<file path="config.mk">
export PLATFORM = sky130hd
export DESIGN_NAME = red_pitaya_asg_sweep
export DESIGN_NICKNAME = d
export VERILOG_FILES = /design/src/rtl/red_pitaya_asg_sweep.sv
export SDC_FILE = /design/constraint.sdc
export NUM_CORES = 1
export LEC_CHECK = 0
export BUFFER_PORTS_ARGS = -buffer_cell sky130_fd_sc_hd__buf_2
export CAP_MARGIN = 5
export CELL_PAD_IN_SITES_DETAIL_PLACEMENT = 0
export CELL_PAD_IN_SITES_GLOBAL_PLACEMENT = 1
export CORE_UTILIZATION = 46
export DETAILED_ROUTE_END_ITERATION = 12
export GPL_TIMING_DRIVEN = 0
export PLACE_DENSITY = 0.79
export SLEW_MARGIN = 25
export SYNTH_ARGS = -nofsm -noshare
export SYNTH_HDL_FRONTEND = slang
export SYNTH_SLANG_ARGS = --single-unit
</file>
<file path="constraint.sdc">
create_clock -name dac_clk_i -period 9.1 [get_ports dac_clk_i]
set_clock_uncertainty 0.15 [all_clocks]
set_input_delay 0 -clock dac_clk_i [delete_from_list [all_inputs] [get_ports dac_clk_i]]
set_output_delay 0 -clock dac_clk_i [all_outputs]
set_load 0.02 [all_outputs]
</file>
<file path="src/rtl/red_pitaya_asg_sweep.sv">
// Frequency-sweep sequencer for one ASG channel: ramps the channel pointer step
// from start to stop with a programmable dwell per value (single, sawtooth, triangle).
module red_pitaya_asg_sweep #(
  parameter int unsigned RSZ = 14
) (
  input  logic              dac_clk_i,
  input  logic              dac_rstn_i,
  input  logic              sw_start_i,
  input  logic              sw_stop_i,
  input  logic              trig_i,
  input  logic              set_ext_i,
  input  logic [1:0]        set_mode_i,
  input  logic [RSZ+15:0]   set_start_i,
  input  logic [RSZ+15:0]   set_stop_i,
  input  logic [RSZ+15:0]   set_inc_i,
  input  logic [31:0]       set_dwell_i,
  output logic [RSZ+15:0]   step_o,
  output logic              step_upd_o,
  output logic              busy_o,
  output logic              done_o,
  output logic              dir_o
);

  localparam int unsigned SW = RSZ + 16;
  localparam int unsigned AW = SW + 1;

  typedef enum logic [1:0] {S_IDLE, S_ARMED, S_RUN} state_t;

  state_t         state_q, state_d;
  logic [SW-1:0]  step_d;
  logic [SW-1:0]  start_q, start_d, stop_q, stop_d, inc_q, inc_d;
  logic [1:0]     mode_q, mode_d;
  logic [31:0]    dwell_q, dwell_d, cnt_q, cnt_d;
  logic [31:0]    dwell_new;
  logic [SW-1:0]  tgt;
  logic           dir_d, back_q, back_d, upd_d, done_d, busy_d;

  // One advance toward tgt, clamped so the target is never overshot.
  function automatic logic [SW-1:0] advance(input logic [SW-1:0] cur,
                                            input logic [SW-1:0] tg,
                                            input logic [SW-1:0] inc,
                                            input logic          up);
    logic [AW-1:0] sum;
    logic [AW-1:0] lim;
    sum = AW'(cur) + AW'(inc);
    lim = AW'(tg) + AW'(inc);
    if (inc == '0) begin
      return tg;
    end else if (up) begin
      return (sum >= AW'(tg)) ? tg : sum[SW-1:0];
    end else begin
      return (AW'(cur) <= lim) ? tg : (cur - inc);
    end
  endfunction

  assign dwell_new = (set_dwell_i == 32'd0) ? 32'd1 : set_dwell_i;
  assign tgt       = back_q ? start_q : stop_q;

  // Next-state and next-output logic.
  always_comb begin
    state_d = state_q;
    step_d  = step_o;
    start_d = start_q;
    stop_d  = stop_q;
    inc_d   = inc_q;
    mode_d  = mode_q;
    dwell_d = dwell_q;
    cnt_d   = cnt_q;
    dir_d   = dir_o;
    back_d  = back_q;
    upd_d   = 1'b0;
    done_d  = 1'b0;

    if (sw_stop_i) begin
      state_d = S_IDLE;
    end else if (sw_start_i) begin
      start_d = set_start_i;
      stop_d  = set_stop_i;
      inc_d   = set_inc_i;
      mode_d  = set_mode_i;
      dwell_d = dwell_new;
      cnt_d   = dwell_new - 32'd1;
      step_d  = set_start_i;
      upd_d   = 1'b1;
      dir_d   = (set_stop_i >= set_start_i);
      back_d  = 1'b0;
      state_d = set_ext_i ? S_ARMED : S_RUN;
    end else begin
      case (state_q)
        S_ARMED: begin
          if (trig_i) state_d = S_RUN;
        end
        S_RUN: begin
          if (cnt_q != 32'd0) begin
            cnt_d = cnt_q - 32'd1;
          end else begin
            cnt_d = dwell_q - 32'd1;
            if (step_o == tgt) begin
              if (mode_q == 2'd1) begin
                step_d = start_q;
              end else if (mode_q == 2'd2) begin
                // Turn around: the first step toward the other end happens now.
                back_d = !back_q;
                dir_d  = !dir_o;
                step_d = advance(step_o, back_q ? stop_q : start_q, inc_q, !dir_o);
              end else begin
                done_d  = 1'b1;
                state_d = S_IDLE;
              end
            end else begin
              step_d = advance(step_o, tgt, inc_q, dir_o);
            end
            upd_d = (step_d != step_o);
          end
        end
        default: ;
      endcase
    end

    busy_d = (state_d != S_IDLE);
  end

  // State and output registers.
  always_ff @(posedge dac_clk_i) begin
    if (!dac_rstn_i) begin
      state_q    <= S_IDLE;
      step_o     <= '0;
      step_upd_o <= 1'b0;
      busy_o     <= 1'b0;
      done_o     <= 1'b0;
      dir_o      <= 1'b0;
      back_q     <= 1'b0;
      cnt_q      <= '0;
      start_q    <= '0;
      stop_q     <= '0;
      inc_q      <= '0;
      mode_q     <= '0;
      dwell_q    <= '0;
    end else begin
      state_q    <= state_d;
      step_o     <= step_d;
      step_upd_o <= upd_d;
      busy_o     <= busy_d;
      done_o     <= done_d;
      dir_o      <= dir_d;
      back_q     <= back_d;
      cnt_q      <= cnt_d;
      start_q    <= start_d;
      stop_q     <= stop_d;
      inc_q      <= inc_d;
      mode_q     <= mode_d;
      dwell_q    <= dwell_d;
    end
  end

endmodule

</file>
==> run_results.csv <==
group,metric,value,unit
status,status,"completed",
synth,synthCells,3200,
cts,cts_num_sinks,193,
synth,synth.avg_cell_area,7.11,sq um
cells_and_area,layout-drive-gt1-share,10.5,%
setup_path,reg2reg_from,"back_q",
sta,fin_crit_sh,99.5,%
setup_path,crit_path_max_fanout,10,
route,drt-initial-drc-count,3533,
route,route.detailed.drc,0,
grt,top_usage_layer,"met2",
synth,ys.flop_type,"dfxtp_1",
cells_and_area,fin_util,55.3,%
synth,muxShareOfSynthArea,3.74,%
setup_path,cp.arrival,9.27,ns
place,dp_slack,-2.32,ns
cells_and_area,final.fill_count,4771,
grt,grt.overflow.total,0,
setup_path,cp-start-kind,"flip-flop",
grt,grt_use_met3,9.26,%
route,vias_per_cell,6.58,
floorplanning,core_area,48800,sq um
sta,max_slew.worst_pin.slew,1.22,ns
synth,synth_top_family_by_area,"compound AO/OA/AOI/OAI gates",
job,max_cap_viol_count,0,
cts,htreeDepth,4,
cts,cts_made_buffers,17,
synth,async_flop_share,0,%
synth,synth_top_cell_by_area,"dfxtp_1",
setup_path,critPathLaunch,"back_q",
grt,grt_max_degree,21,
cells_and_area,final-seq-area,3870,sq um
cts,clock-root-buffer,"clkbuf_16",
route,num_vias,27670,
synth,synth-compound-area-share,29.4,%
synth,synth_edf_count,0,
setup_path,worstSetupPathType,"flip-flop to flip-flop",
setup_path,slowest_stage,"mux2i_1",
place,port-buffer-count,162,
synth,synth_commonest_cells,"nand2_1 (459), a21oi_1 (388), ha_1 (272)",
route,wl_per_cell,27.2,um
setup_path,ff2ff_path_depth,32,
synth,synth_top_area_share,17.0,%
floorplanning,pin_count,164,
synth,synth_xor_area_share,6.39,%
synth,synth_nets,3606,
synth,synth_simple_gate_area_share,21.8,%
grt,gr-usage-met1,59.6,%
floorplanning,die_w,224,um
sta,final.min_clock_period,9.05,ns
place,hpwl,92.3,mm
floorplanning,die_h,224,um
floorplanning,dieArea,50300,sq um
synth,yosysUniqueCellTypes,87,
synth,yosysWarnings,0,
route,ant_nets,0,
sta,slew_viol_final,0,
cts,cts.clk_slew.worst_paths,0.09,ns
synth,syn_area,22700,sq um
sta,finalHoldViolations,0,
setup_path,cp_slowest_stage_delay,0.89,ns
cells_and_area,multi_input_area,17900,sq um
sta,setup_slack,0.0487,ns
grt,first_global_vias,25442,
cts,clockBufferDepth,2,
hold_path,min_path_type,"primary input to flip-flop",
cells_and_area,antennaDiodeCount,0,
setup_path,cp_data_required_time,9.32,ns
route,firstDrtPassIters,6,
route,wl,114,mm
cells_and_area,synthToLayoutAreaGrowth,18.9,%
cells_and_area,nets,3937,
cts,cts_tree,"built",
setup_path,r2r_slack,0.05,ns
place,gp_congestion,1.12,
grt,grt_use_total,44.5,%
power,p_leak,11.5,nW
sta,slew_headroom,18.6,%
power,finalPower,0.00389,W
sta,max_freq,0.110,GHz
cells_and_area,stdcell_count,4207,
floorplanning,num_rows,81,
sta,setup_viol,0,
synth,synth_most_common_cell,"nand2_1",
synth,synth_area_leaders,"dfxtp_1 (17%), ha_1 (15%), a21oi_1 (8.5%), nand2_1 (7.6%), xnor2_1 (4.4%)",
power,peakVddDrop,0.000145,V
cts,clk_latency,0.53,ns
floorplanning,initial_core_util,46.6,%
synth,yosysSeqAreaShare,17.0,%
synth,synth-seq-cells,193,
place,dp_cells,4027,
power,powerDensity,144,nW/um^2
grt,grt_pass1_wl,165,mm
setup_path,endpoint,"step_upd_o",
synth,synth_fa_ha_area_share,15.3,%
setup_path,r2r-end,"step_upd_o",
setup_path,endpoint_kind,"flip-flop",
grt,met2_usage,66.8,%
grt,antenna_found_initial,1,
==> critical path, delay by kind of cell (launching register included) <==
kind | cells | cell delay [ns]
XOR/XNOR | 2 | 0.45
AO/OA/AOI/OAI | 15 | 3.59
flip-flops | 1 | 0.34
adder cells (fa/ha/maj) | 2 | 0.75
AND/OR/NAND/NOR | 6 | 1.59
multiplexers | 1 | 0.89
buffers and inverters | 6 | 1.11
==> metrics by stage <==
step / hold WS [ns] / area [sq um] / TNS (ns)
5_1_grt: 0.100 / 27000 / -0.0354
4_1_cts: 0.0197 / 26800 / 0
3_5_place_dp: 0.0970 / 24400 / -28.87
6_report: 0.0560 / 27000 / 0
3_3_place_gp: 0.0890 / 24400 / -27.05
2_1_floorplan: -0.0140 / 22700 / 0
==> cell families (layout without fill, tap and decap cells) <==
family | count (synthesis) | after routing
AO/OA/AOI/OAI | 1036 | 1036
XOR/XNOR | 166 | 166
AND/OR/NAND/NOR | 1071 | 1071
adder cells (fa/ha/maj) | 276 | 276
buffers and inverters | 376 | 719
flip-flops | 193 | 193
multiplexers | 82 | 82
==> how the worst min path moves through the flow <==
stage,depth (start not counted),slack (ns),to,from
3_3_place_gp,3,0.09,inc_q[1],set_inc_i[1]
6_report,6,0.06,cnt_q[5],sw_start_i
2_1_floorplan,2,-0.01,dwell_q[10],set_dwell_i[10]
4_1_cts,6,0.02,cnt_q[5],sw_start_i
5_1_grt,5,0.10,cnt_q[4],sw_start_i
3_5_place_dp,3,0.1,inc_q[13],set_inc_i[13]
==> layout make-up <==
type | instances | area share [%]
multi-input combinational | 2631 | 66.2
sequential | 193 | 14.3
timing repair buffer | 315 | 8.49
tap | 664 | 3.07
inverter | 200 | 2.78
buffer | 173 | 2.76
clock buffer | 17 | 1.57
clock inverter | 14 | 0.791
==> layer usage <==
| layer | vias up | part of all wire (%) |
|---|---|---|
| met5 | - | 0 |
| met4 | 0 | 5.6 |
| met3 | 276 | 11 |
| met2 | 1788 | 42 |
| met1 | 13264 | 41 |
| li1 | 12342 | - |
==> power breakdown <==
group,switching (W),internal (W)
clock network,0.000437,0.000425
registers,0.000106,0.000891
logic,0.00134,0.000684
total,0.00189,0.00200
==> placed cells by master, fill, tap and decap left out, types with 60 or more instances in the layout <==
cell and instances:
a211oi_1 63, a21oi_1 382, buf_2 173, clkbuf_1 128, dfxtp_1 188, dlygate4sd3_1 129, ha_1 272, inv_1 198
nand2_1 456, nand3_1 65, nor2_1 206, nor3_1 60, o21ai_0 160, xnor2_1 112
==> what timing repair did <==
item / in CTS / in global routing
setup endpoints to repair: 31 / 2
pin swaps: 7 / 10
setup buffers: 12 / 11
hold buffers: 129 / 0
cloned: 0 / 0
hold endpoints to repair: 192 / 0
resized for setup: 76 / 43
==> flip-flops by register name, summed over array words and instances, names as in the netlist <==
register / flops
step_upd_o: 1
step_o: 30
back_q: 1
dir_o: 1
mode_q: 2
cnt_q: 32
stop_q: 30
state_q: 2
dwell_q: 32
start_q: 30
done_o: 1
inc_q: 30
busy_o: 1
(Power assumes the default switching activity.)
